$ cat src/rtl/ntt_ctrl_pkg.sv
// Shared types and index math for the NTT sequencer: FSM encoding, drain depth,
// and the Cooley-Tukey butterfly address / twiddle formulas.
package ntt_ctrl_pkg;

    typedef enum logic [1:0] {
        ST_IDLE  = 2'd0,
        ST_RUN   = 2'd1,
        ST_DRAIN = 2'd2,
        ST_DONE  = 2'd3
    } ntt_state_e;

    function automatic int unsigned drain_depth(int unsigned mem_lat, int unsigned bfu_lat);
        return mem_lat + bfu_lat;
    endfunction

    function automatic int unsigned stage_width(int unsigned logn);
        return (logn > 1) ? $clog2(logn) : 1;
    endfunction

    function automatic int unsigned bf_addr_x(int unsigned k, int unsigned stg);
        int unsigned j;
        int unsigned g;
        j = k & ((32'd1 << stg) - 32'd1);
        g = k >> stg;
        return (g << (stg + 32'd1)) | j;
    endfunction

    function automatic int unsigned bf_addr_y(int unsigned k, int unsigned stg);
        return bf_addr_x(k, stg) + (32'd1 << stg);
    endfunction

    function automatic int unsigned bf_tw(int unsigned k, int unsigned stg, int unsigned logn);
        return (k & ((32'd1 << stg) - 32'd1)) << (logn - 32'd1 - stg);
    endfunction

endpackage

$ cat src/rtl/ntt_ctrl_if.sv
// Handshake / address bundle between the NTT sequencer and its memory + butterfly.
// The hold input exists only when NTT_CTRL_HOLD_EN is defined.
interface ntt_ctrl_if import ntt_ctrl_pkg::*; #(
    parameter int LOGN = 8
) ();
    localparam int SW = int'(stage_width(LOGN));

    logic            start;
`ifdef NTT_CTRL_HOLD_EN
    logic            hold;
`endif
    logic [LOGN-1:0] rd_addr_x;
    logic [LOGN-1:0] rd_addr_y;
    logic [LOGN-2:0] tw_idx;
    logic            rd_en;
    logic            bfu_en;
    logic            wr_en;
    logic [LOGN-1:0] wr_addr_x;
    logic [LOGN-1:0] wr_addr_y;
    logic [SW-1:0]   stage;
    logic            busy;
    logic            done;

`ifdef NTT_CTRL_HOLD_EN
    modport master (
        input  start, hold,
        output rd_addr_x, rd_addr_y, tw_idx, rd_en, bfu_en, wr_en,
        output wr_addr_x, wr_addr_y, stage, busy, done
    );
    modport slave (
        output start, hold,
        input  rd_addr_x, rd_addr_y, tw_idx, rd_en, bfu_en, wr_en,
        input  wr_addr_x, wr_addr_y, stage, busy, done
    );
`else
    modport master (
        input  start,
        output rd_addr_x, rd_addr_y, tw_idx, rd_en, bfu_en, wr_en,
        output wr_addr_x, wr_addr_y, stage, busy, done
    );
    modport slave (
        output start,
        input  rd_addr_x, rd_addr_y, tw_idx, rd_en, bfu_en, wr_en,
        input  wr_addr_x, wr_addr_y, stage, busy, done
    );
`endif

endinterface

$ cat src/rtl/ntt_issue_delay.sv
// Valid + payload shift register of depth DEPTH with synchronous active-low clear.
// Exposes the valid bit at tap TAP and the full record at the last stage.
module ntt_issue_delay #(
    parameter int DEPTH = 2,
    parameter int W     = 8,
    parameter int TAP   = 1
) (
    input  logic         clk_i,
    input  logic         clr_ni,
    input  logic         valid_i,
    input  logic [W-1:0] data_i,
    output logic         tap_valid_o,
    output logic         valid_o,
    output logic [W-1:0] data_o
);
    logic [DEPTH-1:0]        valid_q, valid_d;
    logic [DEPTH-1:0][W-1:0] data_q, data_d;

    always_comb begin
        valid_d    = '0;
        data_d     = '0;
        valid_d[0] = valid_i;
        data_d[0]  = data_i;
        for (int i = 1; i < DEPTH; i++) begin
            valid_d[i] = valid_q[i-1];
            data_d[i]  = data_q[i-1];
        end
    end

    always_ff @(posedge clk_i) begin
        if (!clr_ni) begin
            valid_q <= '0;
            data_q  <= '0;
        end else begin
            valid_q <= valid_d;
            data_q  <= data_d;
        end
    end

    assign tap_valid_o = valid_q[TAP-1];
    assign valid_o     = valid_q[DEPTH-1];
    assign data_o      = data_q[DEPTH-1];

endmodule

$ cat src/rtl/ntt_ctrl.sv
// In-place radix-2 NTT sequencer: issues one butterfly per RUN cycle, drains the
// read/write pipeline between stages. Optional issue stall via NTT_CTRL_HOLD_EN. MEM_LAT >= 1.
module ntt_ctrl import ntt_ctrl_pkg::*; #(
    parameter int N       = 256,
    parameter int LOGN    = 8,
    parameter int MEM_LAT = 1,
    parameter int BFU_LAT = 1
) (
    input  logic      clk_i,
    input  logic      reset_ni,
    ntt_ctrl_if.master bus
);
    localparam int D  = int'(drain_depth(MEM_LAT, BFU_LAT));
    localparam int KW = LOGN - 1;
    localparam int SW = int'(stage_width(LOGN));
    localparam int CW = $clog2(D) + 1;

    localparam logic [KW-1:0] K_LAST     = KW'(N / 2 - 1);
    localparam logic [SW-1:0] STAGE_LAST = SW'(LOGN - 1);
    localparam logic [CW-1:0] DRAIN_LOAD = CW'(D - 1);

    ntt_state_e      state_q, state_d;
    logic [KW-1:0]   k_q, k_d;
    logic [SW-1:0]   stage_q, stage_d;
    logic [CW-1:0]   cnt_q, cnt_d;

    logic            hold_w;
    logic            issue_w;
    logic [LOGN-1:0] rd_x_w, rd_y_w;
    logic [LOGN-2:0] rd_tw_w;
    logic [2*LOGN-1:0] wr_data_w;

`ifdef NTT_CTRL_HOLD_EN
    assign hold_w = bus.hold;
`else
    assign hold_w = 1'b0;
`endif

    always_ff @(posedge clk_i) begin
        if (!reset_ni) begin
            state_q <= ST_IDLE;
            k_q     <= '0;
            stage_q <= '0;
            cnt_q   <= '0;
        end else begin
            state_q <= state_d;
            k_q     <= k_d;
            stage_q <= stage_d;
            cnt_q   <= cnt_d;
        end
    end

    always_comb begin
        state_d = state_q;
        k_d     = k_q;
        stage_d = stage_q;
        cnt_d   = cnt_q;
        issue_w = 1'b0;
        case (state_q)
            ST_IDLE: begin
                if (bus.start) begin
                    state_d = ST_RUN;
                    k_d     = '0;
                    stage_d = '0;
                end
            end
            ST_RUN: begin
                if (!hold_w) begin
                    issue_w = 1'b1;
                    if (k_q == K_LAST) begin
                        state_d = ST_DRAIN;
                        cnt_d   = DRAIN_LOAD;
                    end else begin
                        k_d = k_q + KW'(1);
                    end
                end
            end
            ST_DRAIN: begin
                // Down-counter: the stage ends once the last write of this stage has landed.
                if (cnt_q == '0) begin
                    if (stage_q == STAGE_LAST) begin
                        state_d = ST_DONE;
                    end else begin
                        state_d = ST_RUN;
                        stage_d = stage_q + SW'(1);
                        k_d     = '0;
                    end
                end else begin
                    cnt_d = cnt_q - CW'(1);
                end
            end
            ST_DONE: begin
                state_d = ST_IDLE;
                stage_d = '0;
            end
            default: state_d = ST_IDLE;
        endcase
    end

    // Addresses are forced to zero when nothing issues so bubbles carry a clean payload.
    always_comb begin
        rd_x_w  = '0;
        rd_y_w  = '0;
        rd_tw_w = '0;
        if (issue_w) begin
            rd_x_w  = LOGN'(bf_addr_x(32'(k_q), 32'(stage_q)));
            rd_y_w  = LOGN'(bf_addr_y(32'(k_q), 32'(stage_q)));
            rd_tw_w = (LOGN-1)'(bf_tw(32'(k_q), 32'(stage_q), LOGN));
        end
    end

    ntt_issue_delay #(
        .DEPTH (D),
        .W     (2 * LOGN),
        .TAP   (MEM_LAT)
    ) u_issue_delay (
        .clk_i       (clk_i),
        .clr_ni      (reset_ni),
        .valid_i     (issue_w),
        .data_i      ({rd_x_w, rd_y_w}),
        .tap_valid_o (bus.bfu_en),
        .valid_o     (bus.wr_en),
        .data_o      (wr_data_w)
    );

    assign bus.rd_en     = issue_w;
    assign bus.rd_addr_x = rd_x_w;
    assign bus.rd_addr_y = rd_y_w;
    assign bus.tw_idx    = rd_tw_w;
    assign bus.wr_addr_x = wr_data_w[2*LOGN-1:LOGN];
    assign bus.wr_addr_y = wr_data_w[LOGN-1:0];
    assign bus.stage     = stage_q;
    assign bus.busy      = (state_q != ST_IDLE);
    assign bus.done      = (state_q == ST_DONE);

endmodule

$ cat src/flat_wrapper.sv
// flat-port wrapper written by rule: the top's interface ports become plain ports
module ntt_ctrl_flat import ntt_ctrl_pkg::*;
#(
    parameter int N       = 256,
    parameter int LOGN    = 8,
    parameter int MEM_LAT = 1,
    parameter int BFU_LAT = 1
)
  (clk_i, reset_ni, bus_start, bus_rd_addr_x, bus_rd_addr_y, bus_tw_idx, bus_rd_en, bus_bfu_en, bus_wr_en, bus_wr_addr_x, bus_wr_addr_y, bus_stage, bus_busy, bus_done);
  ntt_ctrl_if #(.LOGN(LOGN)) bus_i ();
  input  logic clk_i;
  input  logic reset_ni;
  input wire logic [$bits(bus_i.start)-1:0] bus_start;
  output wire logic [$bits(bus_i.rd_addr_x)-1:0] bus_rd_addr_x;
  output wire logic [$bits(bus_i.rd_addr_y)-1:0] bus_rd_addr_y;
  output wire logic [$bits(bus_i.tw_idx)-1:0] bus_tw_idx;
  output wire logic [$bits(bus_i.rd_en)-1:0] bus_rd_en;
  output wire logic [$bits(bus_i.bfu_en)-1:0] bus_bfu_en;
  output wire logic [$bits(bus_i.wr_en)-1:0] bus_wr_en;
  output wire logic [$bits(bus_i.wr_addr_x)-1:0] bus_wr_addr_x;
  output wire logic [$bits(bus_i.wr_addr_y)-1:0] bus_wr_addr_y;
  output wire logic [$bits(bus_i.stage)-1:0] bus_stage;
  output wire logic [$bits(bus_i.busy)-1:0] bus_busy;
  output wire logic [$bits(bus_i.done)-1:0] bus_done;
  assign bus_i.start = bus_start;
  assign bus_rd_addr_x = bus_i.rd_addr_x;
  assign bus_rd_addr_y = bus_i.rd_addr_y;
  assign bus_tw_idx = bus_i.tw_idx;
  assign bus_rd_en = bus_i.rd_en;
  assign bus_bfu_en = bus_i.bfu_en;
  assign bus_wr_en = bus_i.wr_en;
  assign bus_wr_addr_x = bus_i.wr_addr_x;
  assign bus_wr_addr_y = bus_i.wr_addr_y;
  assign bus_stage = bus_i.stage;
  assign bus_busy = bus_i.busy;
  assign bus_done = bus_i.done;
  ntt_ctrl #(.N(N), .LOGN(LOGN), .MEM_LAT(MEM_LAT), .BFU_LAT(BFU_LAT)) u_core (.clk_i(clk_i), .reset_ni(reset_ni), .bus(bus_i));
endmodule
$ cat config.mk
export PLATFORM = sky130hd
export DESIGN_NAME = ntt_ctrl_flat
export DESIGN_NICKNAME = d
export VERILOG_FILES = /design/src/rtl/ntt_ctrl_pkg.sv /design/src/rtl/ntt_ctrl_if.sv /design/src/rtl/ntt_issue_delay.sv /design/src/rtl/ntt_ctrl.sv /design/src/flat_wrapper.sv
export SDC_FILE = /design/constraint.sdc
export NUM_CORES = 1
export LEC_CHECK = 0
export BUFFER_PORTS_ARGS = -buffer_cell sky130_fd_sc_hd__buf_2
export CAP_MARGIN = 25
export CORE_ASPECT_RATIO = 0.5
export CORE_MARGIN = 3
export CORE_UTILIZATION = 40
export DETAILED_ROUTE_END_ITERATION = 16
export SLEW_MARGIN = 20
export SYNTH_ARGS = -nofsm -noshare
export SYNTH_HDL_FRONTEND = slang
export SYNTH_SLANG_ARGS = --single-unit
$ cat constraint.sdc
create_clock -name clk_i -period 4.4 [get_ports clk_i]
set_clock_uncertainty 0.05 [all_clocks]
set_input_delay 0.88 -clock clk_i [delete_from_list [all_inputs] [get_ports clk_i]]
set_output_delay 0.88 -clock clk_i [all_outputs]
set_load 0.01 [all_outputs]
==> summary.md, run 1 <==
| Metric | Value |
|---|---|
| Final worst path period need | 4.369 ns |
| Global-route wire length before repair | 13.43 mm |
| Routed Wire Length | about 8.4 mm |
| Worst Setup Start Kind | flip-flop |
| Detailed Place HPWL | around 6.2 mm |
| TritonRoute pass-1 iters | 5 |
| TNS Setup | 0 ns |
| PwrDens | approximately 360 nW/um^2 |
| Clock buffer depth | 2 |
| Initial antenna violation count | 0 |
| Register bit total from synthesis | 48 |
| Max-slew violation count | 0 |
| DR vias | about 2900 |
| Remaining antenna violation count | 0 |
| Count leader, synth | dfxtp_1 |
| EDFF count, synth | 0 |
| # rows | 22 |
| Post-CTS Hold Buffers | 0 |
| Clk Latency, worst-skew pair | 0.29 ns |
| DRC errors left | 0 |
| Die span in x | around 130 um |
| Port Buffer Count | between 40 and 50 |
| Post-synthesis sequential area ratio | 30.07% |
| Hold Path Class | reg2reg |
| PnR Total Power | about 1.5 mW |
| R2R depth | 18 |
| Gr ovfl total | 0 |
| Slew HR | 59.43% |
| CTS Buf Count | 5 |
| Worst R2R End | u_core.u_issue_delay.data_d[30] |
| Iteration-0 DRC Markers | between 150 and 200 |
| Final antenna diode count | 0 |
| Area delta synth->final | 28.86% |
| Max-cap violation count | 0 |
| Vert. Die Dim | just under 70 um |
| NumNets Final | 493 |
| CTS tree | done |
| Crit end category | primary output |
| Via/cell ratio | roughly 5.1 |
| Top cell type's share of synthesized area | between 30% and 40% |
| # setup viols final | 0 |
| R2R Setup Slk | approximately 1.3 ns |
| Core Footprint | between 7000 and 8000 um^2 |
| Placed cell count | 543 |
| Status | completed |
| CTS root buffer | clkbuf_16 |
| Worst setup path startpoint | u_core.bus.stage[0] |
| CP cell instances | inv_2 -> ha_4 -> inv_2 -> mux2_2 -> o221ai_1 -> o21a_1 -> a21oi_2 -> buf_4 -> buf_4 -> buf_4 -> buf_4 -> buf_4 -> buf_4 -> buf_4 -> buf_4 -> buf_4 -> buf_4 -> nor2_1 -> buf_2 |
| RD Place Congestion | approximately 0.95 |
| R2r startpoint | u_core.bus.stage[0] |
| Die ar. | a little over 9000 um^2 |
| Clock transition at the registers of the reported paths | 0.06 ns |
| Main synth FF type | dfxtp_1 |
| Crit-path slowest cell | dfxtp_4 |
| WL/cell | 14.60 um |
| Max Clock Freq | 228.9 MHz |
| Largest net degree at the start of global routing | 34 |
| Crit-path max FO | 6 |
| Cells after synthesis | 396 |
| Critical Path RT | ~3.5 ns |
| Hold_sp | u_core.u_issue_delay.data_d[24] |
| Syn_area_per_cell | ~8.1 um^2 |
| Top post-synthesis cells by count | dfxtp_1, nor2_1, and2_1 |
| Layout cells sized above 1 | between 30% and 40% |
| Post-route insts no fill | between 500 and 600 |
| Post-route core utilization | between 50% and 60% |
| Largest cells by area after synthesis | dfxtp_1, ha_1, and2_1 |
| Post-synth top area cell | dfxtp_1 |
| Syn_nets | approximately 420 |
| Io pins | 50 |
| CP dominant cell by count | buf_4 |
| Final hold viol count | 0 |
| Final worst path period share | 99.29% |
| Number of global-route vias before repair | 2741 |
| Least-Margin Pin Slew | around 0.6 ns |
| WP data arrival | 3.44 ns |
| Crit path capture | bus_rd_addr_x[6] |
| Filler cells | approximately 740 |
| Static Leak | approximately 1.8 nW |
| Yosys warnings | 0 |
| Clk sinks | between 40 and 50 |
| Tot GR Track Use | roughly 18% |
| Syn Std Cell Area | ~3200 um^2 |
| Initial Util | between 40% and 50% |
| Hold slack | 0.3812 ns |
| Crit path kind | reg2out |
| VDD IR max | around 0.19 mV |
| FFs w/ async S/R, synth | 0% |
| Synth unique cells | 66 |
| CP max stage delay | around 0.41 ns |
| CTS H-tree lvls | 2 |
## through the flow
stage	setup WS, ns	instance area [um^2]
2_1_floorplan	-0.01180	3214
3_3_place_gp	0.1279	3566
3_5_place_dp	0.1138	3566
4_1_cts	0.004860	3890
5_1_grt	-0.04142	4118
6_report	0.03139	4118
## critical path, delay by kind of cell, from the launching register on
family          cells  cell delay, ns
fa+ha+maj           1            0.25
buf+inv            13            1.54
compound gates      3            0.54
mux                 1            0.33
flops               1            0.41
simple gates        1            0.09
## worst min path at each step
stage / to / slack [ns] / cells after the start
after floorplan: u_core.u_issue_delay.data_o[0] / 0.36 / 1
after global placement: u_core.u_issue_delay.data_o[3] / 0.36 / 1
after detailed placement: u_core.u_issue_delay.data_o[8] / 0.37 / 1
after CTS: u_core.u_issue_delay.data_o[8] / 0.38 / 1
after global routing: u_core.u_issue_delay.data_o[0] / 0.39 / 1
final: u_core.u_issue_delay.data_o[8] / 0.38 / 1
## final cells by class
cell class | count | area (um^2) | area share, %
multi-input cells | 288 | 2127 | 51.66
flip-flops and latches | 48 | 969.7 | 23.55
repair buffers | 101 | 646.9 | 15.71
clock buffers | 6 | 138.9 | 3.373
well taps | 108 | 135.1 | 3.282
inverters | 24 | 91.34 | 2.218
clock inverters | 1 | 8.758 | 0.2127
## per-layer routing
layer | wire length [um] | track usage [%] | part of all wire [%] | vias to the layer above
met2 | 3654 | 27.33 | 43 | 83
li1 | - | - | - | 1487
met5 | 0 | 0 | 0 | -
met4 | 116 | 4.839 | 1.4 | 0
met1 | 4160 | 25.42 | 49 | 1328
met3 | 480 | 4.348 | 5.7 | 12
## power breakdown
group	switching [mW]	internal, mW
clock network	0.160	0.224
logic	0.359	0.240
registers	0.0191	0.464
## sequential cells by signal, indices dropped and copies added (netlist names)
signal,cells
u_core.cnt_q,2
u_core.k_q,7
u_core.state_q,2
u_core.u_issue_delay.data_o,16
u_core.u_issue_delay.valid_q,2
u_core.u_issue_delay.data_d,16
u_core.bus.stage,3
## logic make-up after synthesis
logic type | after synthesis | share of synthesized area, %
AOI/OAI and AO/OA | 84 | 19.03
xor gates and xnor gates | 14 | 4.072
adders and majority gates | 22 | 8.849
buffers and inverters | 60 | 9.593
DFF | 48 | 30.07
muxes | 5 | 1.644
and+or+nand+nor | 163 | 26.74
## cell usage in the layout, fill, tap and decap left out, types with 3 or more instances in the layout
| cell type | synthesis | routed |
|---|---|---|
| o21ai_0 | 18 | 12 |
| o21a_1 | 3 | 3 |
| ha_1 | 21 | 11 |
| a21boi_0 | 7 | 5 |
| buf_4 | 17 | 49 |
| nor2_2 | 2 | 4 |
| inv_2 | 1 | 4 |
| nor3_2 | 2 | 3 |
| nand2b_1 | 8 | 7 |
| a21boi_1 | 2 | 3 |
| dfxtp_1 | 48 | 45 |
| nor3_1 | 7 | 6 |
| nand2_2 | 0 | 3 |
| and3_1 | 9 | 9 |
| nand4_1 | 4 | 4 |
| a21oi_1 | 16 | 13 |
| mux2i_1 | 3 | 3 |
| buf_6 | 1 | 3 |
| buf_2 | 8 | 49 |
| xor2_1 | 5 | 4 |
| a22oi_1 | 5 | 5 |
| nor2b_1 | 9 | 7 |
| nor2_1 | 36 | 34 |
| o211ai_1 | 5 | 5 |
| ha_4 | 0 | 8 |
| inv_1 | 21 | 18 |
| o21ai_1 | 1 | 5 |
| and2_1 | 34 | 34 |
| nand3_1 | 10 | 10 |
| nand2_1 | 31 | 28 |
| clkbuf_16 | 0 | 5 |
| a21oi_2 | 0 | 3 |
| xnor2_1 | 8 | 8 |
## repair_timing
action | in CTS | in global routing
setup endpoints to repair | 3 | 4
pin swaps | 2 | 17
setup buffers | 16 | 10
resized for setup | 15 | 32
No activity file was read; power rests on OpenSTA's default activity.
==> run 2: changes to the inputs <==
Settings changed: CORE_ASPECT_RATIO 0.5 to unset.
==> summary.md, run 2 (same netlist as run 1, synthesis figures left out) <==
| Metric | Value |
|---|---|
| Gr ovfl total | 0 |
| Layout cells sized above 1 | approximately a third |
| Io pins | 50 |
| TritonRoute pass-1 iters | 4 |
| NumNets Final | about 490 |
| R2R depth | 19 |
| CTS tree | done |
| Commonest non-fill, non-tap cell in the layout | buf_2 |
| Critical path buffer and inverter count | 14 |
| Worst Setup Start Kind | flip-flop |
| WL met3 | around 420 um |
| Final hold viol count | 0 |
| Filler cells | between 600 and 700 |
| Number of global-route vias before repair | between 2000 and 3000 |
| Core Footprint | around 7500 um^2 |
| Largest net degree at the start of global routing | 34 |
| Tot GR Track Use | between 10% and 20% |
| Vert. Die Dim | about 95 um |
| Least-Margin Pin Slew | 0.6889 ns |
| Max-slew violation count | 0 |
| Clk Latency, worst-skew pair | ~0.30 ns |
| Final worst path period need | around 4.3 ns |
| DRC errors left | 0 |
| Area delta synth->final | 26.39% |
| Die span in x | 95.38 um |
| Initial antenna violation count | 0 |
| VDD IR max | 0.3065 mV |
| Crit end category | primary output |
| RSZ-0062 raised after global routing | yes |
| Hold Path Class | reg2reg |
| Port Buffer Count | between 40 and 50 |
| Post-CTS Hold Buffers | 0 |
| WL/cell | ~15 um |
| Hold Path Stages | 1 |
| Clock buffer depth | 2 |
| # setup viols final | 0 |
| Status | completed |
| CP delay by family, top | buffers and inverters |
| Via/cell ratio | roughly 5.2 |
| Critical Path RT | 3.47 ns |
| # rows | 31 |
| Die ar. | between 9000 and 10000 um^2 |
| PwrDens | approximately 360 nW/um^2 |
| RD Place Congestion | roughly 0.90 |
| Final worst path period share | a little over nine tenths |
| Remaining antenna violation count | 0 |
| Clock transition at the registers of the reported paths | 0.09 ns |
| Wire length on met2 | roughly 4.4 mm |
| Detailed Place HPWL | slightly above 6 mm |
| Max Clock Freq | between 200 and 250 MHz |
| Max-cap violation count | 0 |
| Most frequent cells in the layout | buf_2, dfxtp_1, buf_4 |
| CP dominant cell by count | buf_4 |
| CTS Buf Count | 5 |
| Global-route wire length before repair | 13.52 mm |
| CTS root buffer | clkbuf_8 |
| CP cell instances | inv_2 -> ha_4 -> inv_4 -> mux2_4 -> o221ai_2 -> o21a_1 -> buf_4 -> a21oi_2 -> buf_4 -> buf_4 -> buf_4 -> buf_4 -> buf_4 -> buf_4 -> buf_4 -> buf_4 -> buf_4 -> buf_4 -> nor2_2 -> buf_2 |
| CP max stage delay | ~0.40 ns |
| Hold slack | approximately 0.4 ns |
| Initial Util | between 40 and 50% |
| Iteration-0 DRC Markers | around 130 |
| Slew HR | a little over half |
| Routed Wire Length | between 8 and 9 mm |
| DR vias | ~3000 |
| Post-Route M1 WL | 3.594 mm |
| Crit-path slowest cell | dfxtp_4 |
| Top Layer Used | met4 |
| CTS H-tree lvls | 2 |
| Crit path kind | reg2out |
| Clk sinks | 48 |
| Final antenna diode count | 0 |
| Crit-path max FO | 7 |
| TNS Setup | 0 ns |
| WP data arrival | about 3.4 ns |
| Static Leak | about 1.8 nW |
| Levels on crit path | 20 |
[run 2: cell count changes in the layout (fill, tap and decap cells not counted), moves of 3 or more]
cell	previous run	this run
clkbuf_8	1	5
ha_4	8	5
clkbuf_16	5	0
buf_4	49	41
[run 2: per-layer routing]
metal	global-route usage [%]	vias to the layer above
li1	-	1456
met2	32.94	78
met1	23.72	1375
met4	5.569	0
met5	0	-
met3	3.157	10
[run 2: final timing paths]
check	slack, ns	to	startpoint
worst min-delay path	0.39	u_core.u_issue_delay.data_o[7]	u_core.u_issue_delay.data_d[23]
worst max-delay path	0.10	bus_rd_addr_x[6]	u_core.bus.stage[0]
worst min register to register	0.39	u_core.u_issue_delay.data_o[7]	u_core.u_issue_delay.data_d[23]
worst max register to register	1.36	u_core.u_issue_delay.data_d[30]	u_core.bus.stage[0]
[run 2: layout make-up]
type	instances	area (um^2)	share of cell area, %
clock inverters	3	68.82	1.704
flip-flops and latches	48	968.4	23.98
inverters	24	95.09	2.354
well taps	99	123.9	3.067
clock buffers	5	68.82	1.704
repair buffers	93	594.3	14.72
multi-input cells	288	2120	52.48
[run 2: metrics by stage]
step                util (%)  total power [mW]  worst slack [ns]  cells  cell area [um^2]
floorplan                  -            0.8920          -0.01180    396              3214
global placement       47.28             1.025            0.1129    532              3540
detailed placement     47.28             1.035            0.1596    532              3540
CTS                    50.68             1.428          0.001521    552              3794
global route           53.95             1.556           -0.1201    560              4039
finish                 53.95             1.457            0.1043    560              4039
[run 2: worst reg2reg max path: cells and delay by family (launching register included)]
family                     cells  cell delay (ns)
muxes                          1             0.29
buffers and inverters         13             1.48
DFF                            1             0.40
AOI/OAI and AO/OA              3             0.39
and+or+nand+nor                1             0.08
adders and majority gates      1             0.28
[run 2: timing repair]
item / CTS / global route
gates cloned: 0 / 0
setup buffers: 12 / 8
endpoints found under the setup margin: 3 / 4
gates resized for setup: 9 / 43
pin swaps: 4 / 13
[run 2: power by group]
group          internal, mW  switching, mW  total (mW)  leakage (nW)
logic                 0.231          0.361       0.592          1.32
registers             0.463         0.0172       0.481         0.389
clock network         0.229          0.155       0.384        0.0687
